--- config.mk ---
export PLATFORM = sky130hd
export DESIGN_NAME = cordic_arbiter
export DESIGN_NICKNAME = d
export VERILOG_FILES = /design/src/rtl/cordic_arbiter.sv
export SDC_FILE = /design/constraint.sdc
export NUM_CORES = 1
export LEC_CHECK = 0
export BUFFER_PORTS_ARGS = -buffer_cell sky130_fd_sc_hd__buf_2
export CORE_MARGIN = 2
export CORE_UTILIZATION = 43
export CTS_BUF_LIST = sky130_fd_sc_hd__clkbuf_8
export CTS_CLUSTER_SIZE = 8
export DETAILED_ROUTE_END_ITERATION = 7
export PLACE_DENSITY_LB_ADDON = 0.08
export SYNTH_ARGS = -nofsm -noshare
export SYNTH_HDL_FRONTEND = slang
export SYNTH_SLANG_ARGS = --single-unit
--- constraint.sdc ---
create_clock -name clk -period 1.73 [get_ports clk]
set_input_delay 0.346 -clock clk [delete_from_list [all_inputs] [get_ports clk]]
set_output_delay 0.346 -clock clk [all_outputs]
set_load 0.1 [all_outputs]
--- src/rtl/cordic_arbiter.sv ---
// Round-robin arbiter that time-shares one non-pipelined cordic core between NREQ requesters,
// sequencing the core handshake and returning tagged sin/cos with a watchdog abort.
module cordic_arbiter #(
    parameter int NREQ    = 4,
    parameter int IDW     = 2,
    parameter int TIMEOUT = 64
) (
    input  logic                 clk,
    input  logic                 rstb,
    input  logic [NREQ-1:0]      req_valid,
    output logic [NREQ-1:0]      req_ready,
    input  logic [16*NREQ-1:0]   req_theta,
    output logic                 resp_valid,
    input  logic                 resp_ready,
    output logic [IDW-1:0]       resp_id,
    output logic [15:0]          resp_sin,
    output logic [15:0]          resp_cos,
    output logic                 resp_err,
    output logic [15:0]          cor_theta,
    output logic                 cor_in_valid,
    input  logic                 cor_ready,
    input  logic                 cor_out_valid,
    input  logic [15:0]          cor_sin,
    input  logic [15:0]          cor_cos
);
    localparam int WDW = $clog2(TIMEOUT);

    typedef enum logic [1:0] {S_IDLE, S_ISSUE, S_WAIT, S_RESP} state_t;

    state_t         state_q, state_d;
    logic [IDW-1:0] ptr_q, ptr_d;
    logic [WDW-1:0] wd_q, wd_d;
    logic [15:0]    cor_theta_q, cor_theta_d;
    logic           cor_in_valid_q, cor_in_valid_d;
    logic           resp_valid_q, resp_valid_d;
    logic [IDW-1:0] resp_id_q, resp_id_d;
    logic [15:0]    resp_sin_q, resp_sin_d;
    logic [15:0]    resp_cos_q, resp_cos_d;
    logic           resp_err_q, resp_err_d;

    logic [IDW-1:0] winner;
    logic           found;
    logic [IDW:0]   scan_idx;

    // Scan ptr, ptr+1, ... (mod NREQ) and take the first asserted request.
    always_comb begin
        found    = 1'b0;
        winner   = '0;
        scan_idx = '0;
        for (int off = 0; off < NREQ; off++) begin
            scan_idx = {1'b0, ptr_q} + (IDW+1)'(off);
            if (scan_idx >= (IDW+1)'(NREQ)) begin
                scan_idx = scan_idx - (IDW+1)'(NREQ);
            end
            if (!found && req_valid[scan_idx[IDW-1:0]]) begin
                found  = 1'b1;
                winner = scan_idx[IDW-1:0];
            end
        end
    end

    always_comb begin
        state_d        = state_q;
        ptr_d          = ptr_q;
        wd_d           = wd_q;
        cor_theta_d    = cor_theta_q;
        cor_in_valid_d = cor_in_valid_q;
        resp_valid_d   = resp_valid_q;
        resp_id_d      = resp_id_q;
        resp_sin_d     = resp_sin_q;
        resp_cos_d     = resp_cos_q;
        resp_err_d     = resp_err_q;
        req_ready      = '0;

        case (state_q)
            S_IDLE: begin
                if (found) begin
                    req_ready[winner] = 1'b1;
                    cor_theta_d       = req_theta[{winner, 4'b0000} +: 16];
                    resp_id_d         = winner;
                    ptr_d             = (winner == IDW'(NREQ-1)) ? '0 : winner + IDW'(1);
                    cor_in_valid_d    = 1'b1;
                    state_d           = S_ISSUE;
                end
            end
            S_ISSUE: begin
                if (cor_ready) begin
                    cor_in_valid_d = 1'b0;
                    wd_d           = '0;
                    state_d        = S_WAIT;
                end
            end
            S_WAIT: begin
                // A result arriving on the final watchdog cycle still counts as success.
                wd_d = wd_q + WDW'(1);
                if (cor_out_valid) begin
                    resp_sin_d   = cor_sin;
                    resp_cos_d   = cor_cos;
                    resp_err_d   = 1'b0;
                    resp_valid_d = 1'b1;
                    state_d      = S_RESP;
                end else if (wd_q == WDW'(TIMEOUT-1)) begin
                    resp_sin_d   = '0;
                    resp_cos_d   = '0;
                    resp_err_d   = 1'b1;
                    resp_valid_d = 1'b1;
                    state_d      = S_RESP;
                end
            end
            S_RESP: begin
                if (resp_ready) begin
                    resp_valid_d = 1'b0;
                    state_d      = S_IDLE;
                end
            end
            default: state_d = S_IDLE;
        endcase
    end

    always_ff @(posedge clk) begin
        if (!rstb) begin
            state_q        <= S_IDLE;
            ptr_q          <= '0;
            wd_q           <= '0;
            cor_theta_q    <= '0;
            cor_in_valid_q <= 1'b0;
            resp_valid_q   <= 1'b0;
            resp_id_q      <= '0;
            resp_sin_q     <= '0;
            resp_cos_q     <= '0;
            resp_err_q     <= 1'b0;
        end else begin
            state_q        <= state_d;
            ptr_q          <= ptr_d;
            wd_q           <= wd_d;
            cor_theta_q    <= cor_theta_d;
            cor_in_valid_q <= cor_in_valid_d;
            resp_valid_q   <= resp_valid_d;
            resp_id_q      <= resp_id_d;
            resp_sin_q     <= resp_sin_d;
            resp_cos_q     <= resp_cos_d;
            resp_err_q     <= resp_err_d;
        end
    end

    assign cor_theta    = cor_theta_q;
    assign cor_in_valid = cor_in_valid_q;
    assign resp_valid   = resp_valid_q;
    assign resp_id      = resp_id_q;
    assign resp_sin     = resp_sin_q;
    assign resp_cos     = resp_cos_q;
    assign resp_err     = resp_err_q;

endmodule

==> metrics.yaml <==
worst_setup_path:
  reg2regPathDepth: 8
  crit_chain: "and2_4 -> and2_4 -> nor3_4 -> ha_2 -> and2_4 -> buf_12"
  crit_fanout: 4
  slowest_stage: "dfxtp_4"
  critPathCaptureType: "output port"
  worst-r2r-setup-slack_ps: 10
  max_stage_delay_ps: 370
  critPathTopFamily: "simple AND/OR/NAND/NOR gates"
  crit_buf_inv: 1
  timing.rr.end: "cor_theta[3]$_SDFFE_PN0P_"
  criticalPathCategory: "reg -> out"
  critPathLaunch: "ptr_q[1]$_SDFFE_PN0P_"
  crit_arrival_ps: 1790
  rr_startpoint: "ptr_q[1]$_SDFFE_PN0P_"
  required_ps: 1380
  worst-path-stages: 6
  crit_path_end: "req_ready[3]"
  cp-start-kind: "flop"
  crit_top_cell: "and2_4"
synth:
  netlist_area_um2: 3262
  syn_area_per_cell_um2: 9.510
  synthArstFlopShare: 0
  synth.net_count: 455
  synth_top_area_cell: "dfxtp_1"
  synth.distinct_cells: 52
  ys_top_cells_by_area: "dfxtp_1 (39%), a22oi_1 (7.4%), nor2b_1 (6.9%)"
  synth_top_area_share: 0.3867
  synth_ff_type: "dfxtp_1"
  ys_seq_area_frac: 0.3867
  synth_seq_cells: 63
  synth_edf_count: 0
  syn_inst: 343
  yosys_warnings: 0
global_routing:
  use_met2: 0.3691
  grtUsageMet1: 0.2582
  overflow: 0
  grt_pass1_vias: 3099
  grt_pass1_wl_um: 14400
  grt.met3_usage: 0.05643
  grt_max_degree: 46
  busiest_layer: "met2"
  antenna_found_initial: 0
  grt_usage: 0.2145
route:
  dr.pass1.iters: 4
  drc: 0
  via_per_inst: 5.052
  drt-total-wl_um: 8982
  ant_nets: 0
  vias: 3193
  wl_per_cell_um: 14.21
  drtIter0Drc: 91
clocking:
  root_buffer: "clkbuf_8"
  cts_made_buffers: 9
  clock_path_buffers: 2
  tritoncts: "built"
  clk_latency_ps: 340
  cts_sinks: 63
  htreeDepth: 3
  clkTransAtPathRegs_ps: 80
layout:
  regArea_um2: 1269
  area_delta_synth_final_pct: 48.75
  insertedDiodeCount: 0
  fillers: 654
  final_common_cell: "buf_2"
  finalNetCount: 640
  final_cell_mix: "buf_2 (157), dfxtp_1 (61), nor2b_1 (35), a22oi_1 (32), nand2_1 (31)"
  multi_input_area_um2: 2009
  drive_above_1_share: 0.5159
run_status:
  outcome: "finished, violations left"
  violations: "setup timing"
worst_hold_path:
  whs_path_depth: 3
  min_path_type: "in -> reg"
sta:
  fin_ws_ps: -406.6
  worst_pin_slew_ps: 510.0
  finalSetupTns_ps: -1364
  period_share: 1.235
  holdWs_ps: 274.6
  finalCriticalPeriod_ps: 2137
  hold_viol: 0
  maxSlewViolCount: 0
  slew-limit-headroom: 0.6623
  fin_skew_ps: 9.963
  fmax_mhz: 468.0
  finalSetupViolations: 4
  rsz0062_at_grt: "yes"
placed_design:
  dp_hpwl_um: 6566
  numPortBuffers: 161
  gp_congestion: 0.7575
  place_ws_ps: -180.2
floorplan:
  initial_core_util: 0.4473
  die_y_um: 91.10
  dieArea_um2: 8298
  coreArea_um2: 7292
  rows: 31
  die_x_um: 91.10
  io_pins: 162
flow_run:
  cap_violations: 0
pwr:
  power_density_nw_per_um2: 1779
  peakVddDrop_v: 0.0009978
  cellLeakagePower_nw: 2.187
## final cells by class
cell class	count	share of cell area
clock buffer	11	0.03120
multi-input combinational	250	0.4141
inverter	7	0.006962
timing repair buffer	197	0.2478
clock inverter	5	0.01289
sequential	63	0.2615
tap	99	0.02553
## metal layers
metal | share of wire | wire length [um] | vias up
li1 | - | - | 1598
met1 | 0.42 | 3738 | 1462
met2 | 0.50 | 4467 | 122
met3 | 0.074 | 664 | 11
met4 | 0.012 | 112 | 0
met5 | 0 | 0 | -
## state kept, by name (all words and copies together) (netlist names)
signal	flops
cor_theta	16
resp_cos	16
resp_sin	16
wd_q	6
ptr_q	2
resp_id	2
state_q	2
cor_in_valid	1
resp_err	1
resp_valid	1
## cells in the mapped netlist, types with 3 or more instances
library cell  instances
o211ai_1              6
dfxtp_1              63
a22oi_1              32
and2_1                5
a21bo_2              15
mux2i_1              19
inv_1                 5
nand3_1              18
buf_2                 5
nor2b_1              36
o211ai_2             11
nor2_1                6
nand2_1              33
xor2_1                3
nand2b_1              4
ha_1                  7
clkbuf_1             13
o21ai_0              21
a21boi_0              4
## report_power, final
part | internal (mW) | leakage, nW | switching [mW]
registers | 1.79 | 0.515 | 0.202
clock network | 0.758 | 0.111 | 0.627
logic | 1.63 | 1.56 | 3.63
## logic make-up (layout without fill, tap and decap cells)
kind of cell               count (synthesis)  after routing  share of synthesized area
buffers and inverters                     30            220                    0.04641
muxes                                     19             19                    0.05830
adders and majority gates                  7              7                    0.02685
xor gates and xnor gates                   4              4                    0.01074
DFF                                       63             63                     0.3867
AOI/OAI and AO/OA                        104            104                     0.2720
and+or+nand+nor                          116            116                     0.1991
## worst min path at each step
stage                                    start                    endpoint  slack, ps
global placement     cor_theta[6]$_SDFFE_PN0P_   cor_theta[6]$_SDFFE_PN0P_        450
finish                             cor_sin[15]   resp_sin[15]$_SDFFE_PN0P_        270
detailed placement  cor_theta[10]$_SDFFE_PN0P_  cor_theta[10]$_SDFFE_PN0P_        460
global route                       cor_sin[15]   resp_sin[15]$_SDFFE_PN0P_        270
floorplan                 wd_q[5]$_SDFFE_PN0P_        wd_q[5]$_SDFFE_PN0P_        470
CTS                                 cor_sin[5]    resp_sin[5]$_SDFFE_PN0P_        260
## timing repair
item / CTS / global route
resized for setup: 6 / 16
endpoints found under the setup margin: 19 / 41
hold buffers: 0 / 0
cloned: 0 / 1
pin swaps: 6 / 5
setup buffers: 0 / 2
endpoints found under the hold margin: 0 / 0
## through the flow
stage	util	cell area (um^2)	cells	total power [mW]
after global routing	0.6654	4852	632	9.067
final	0.6654	4852	632	8.634
after detailed placement	0.6160	4492	613	7.088
after floorplan	-	3339	343	5.896
after CTS	0.6488	4731	629	8.541
after global placement	0.6160	4492	613	7.050
## tightest hold or removal path, stage by stage
cell     delay [ps]
buf_2            70
a22oi_1          70
nor2b_1         100
Note: power is estimated with default switching activity, not from simulation.
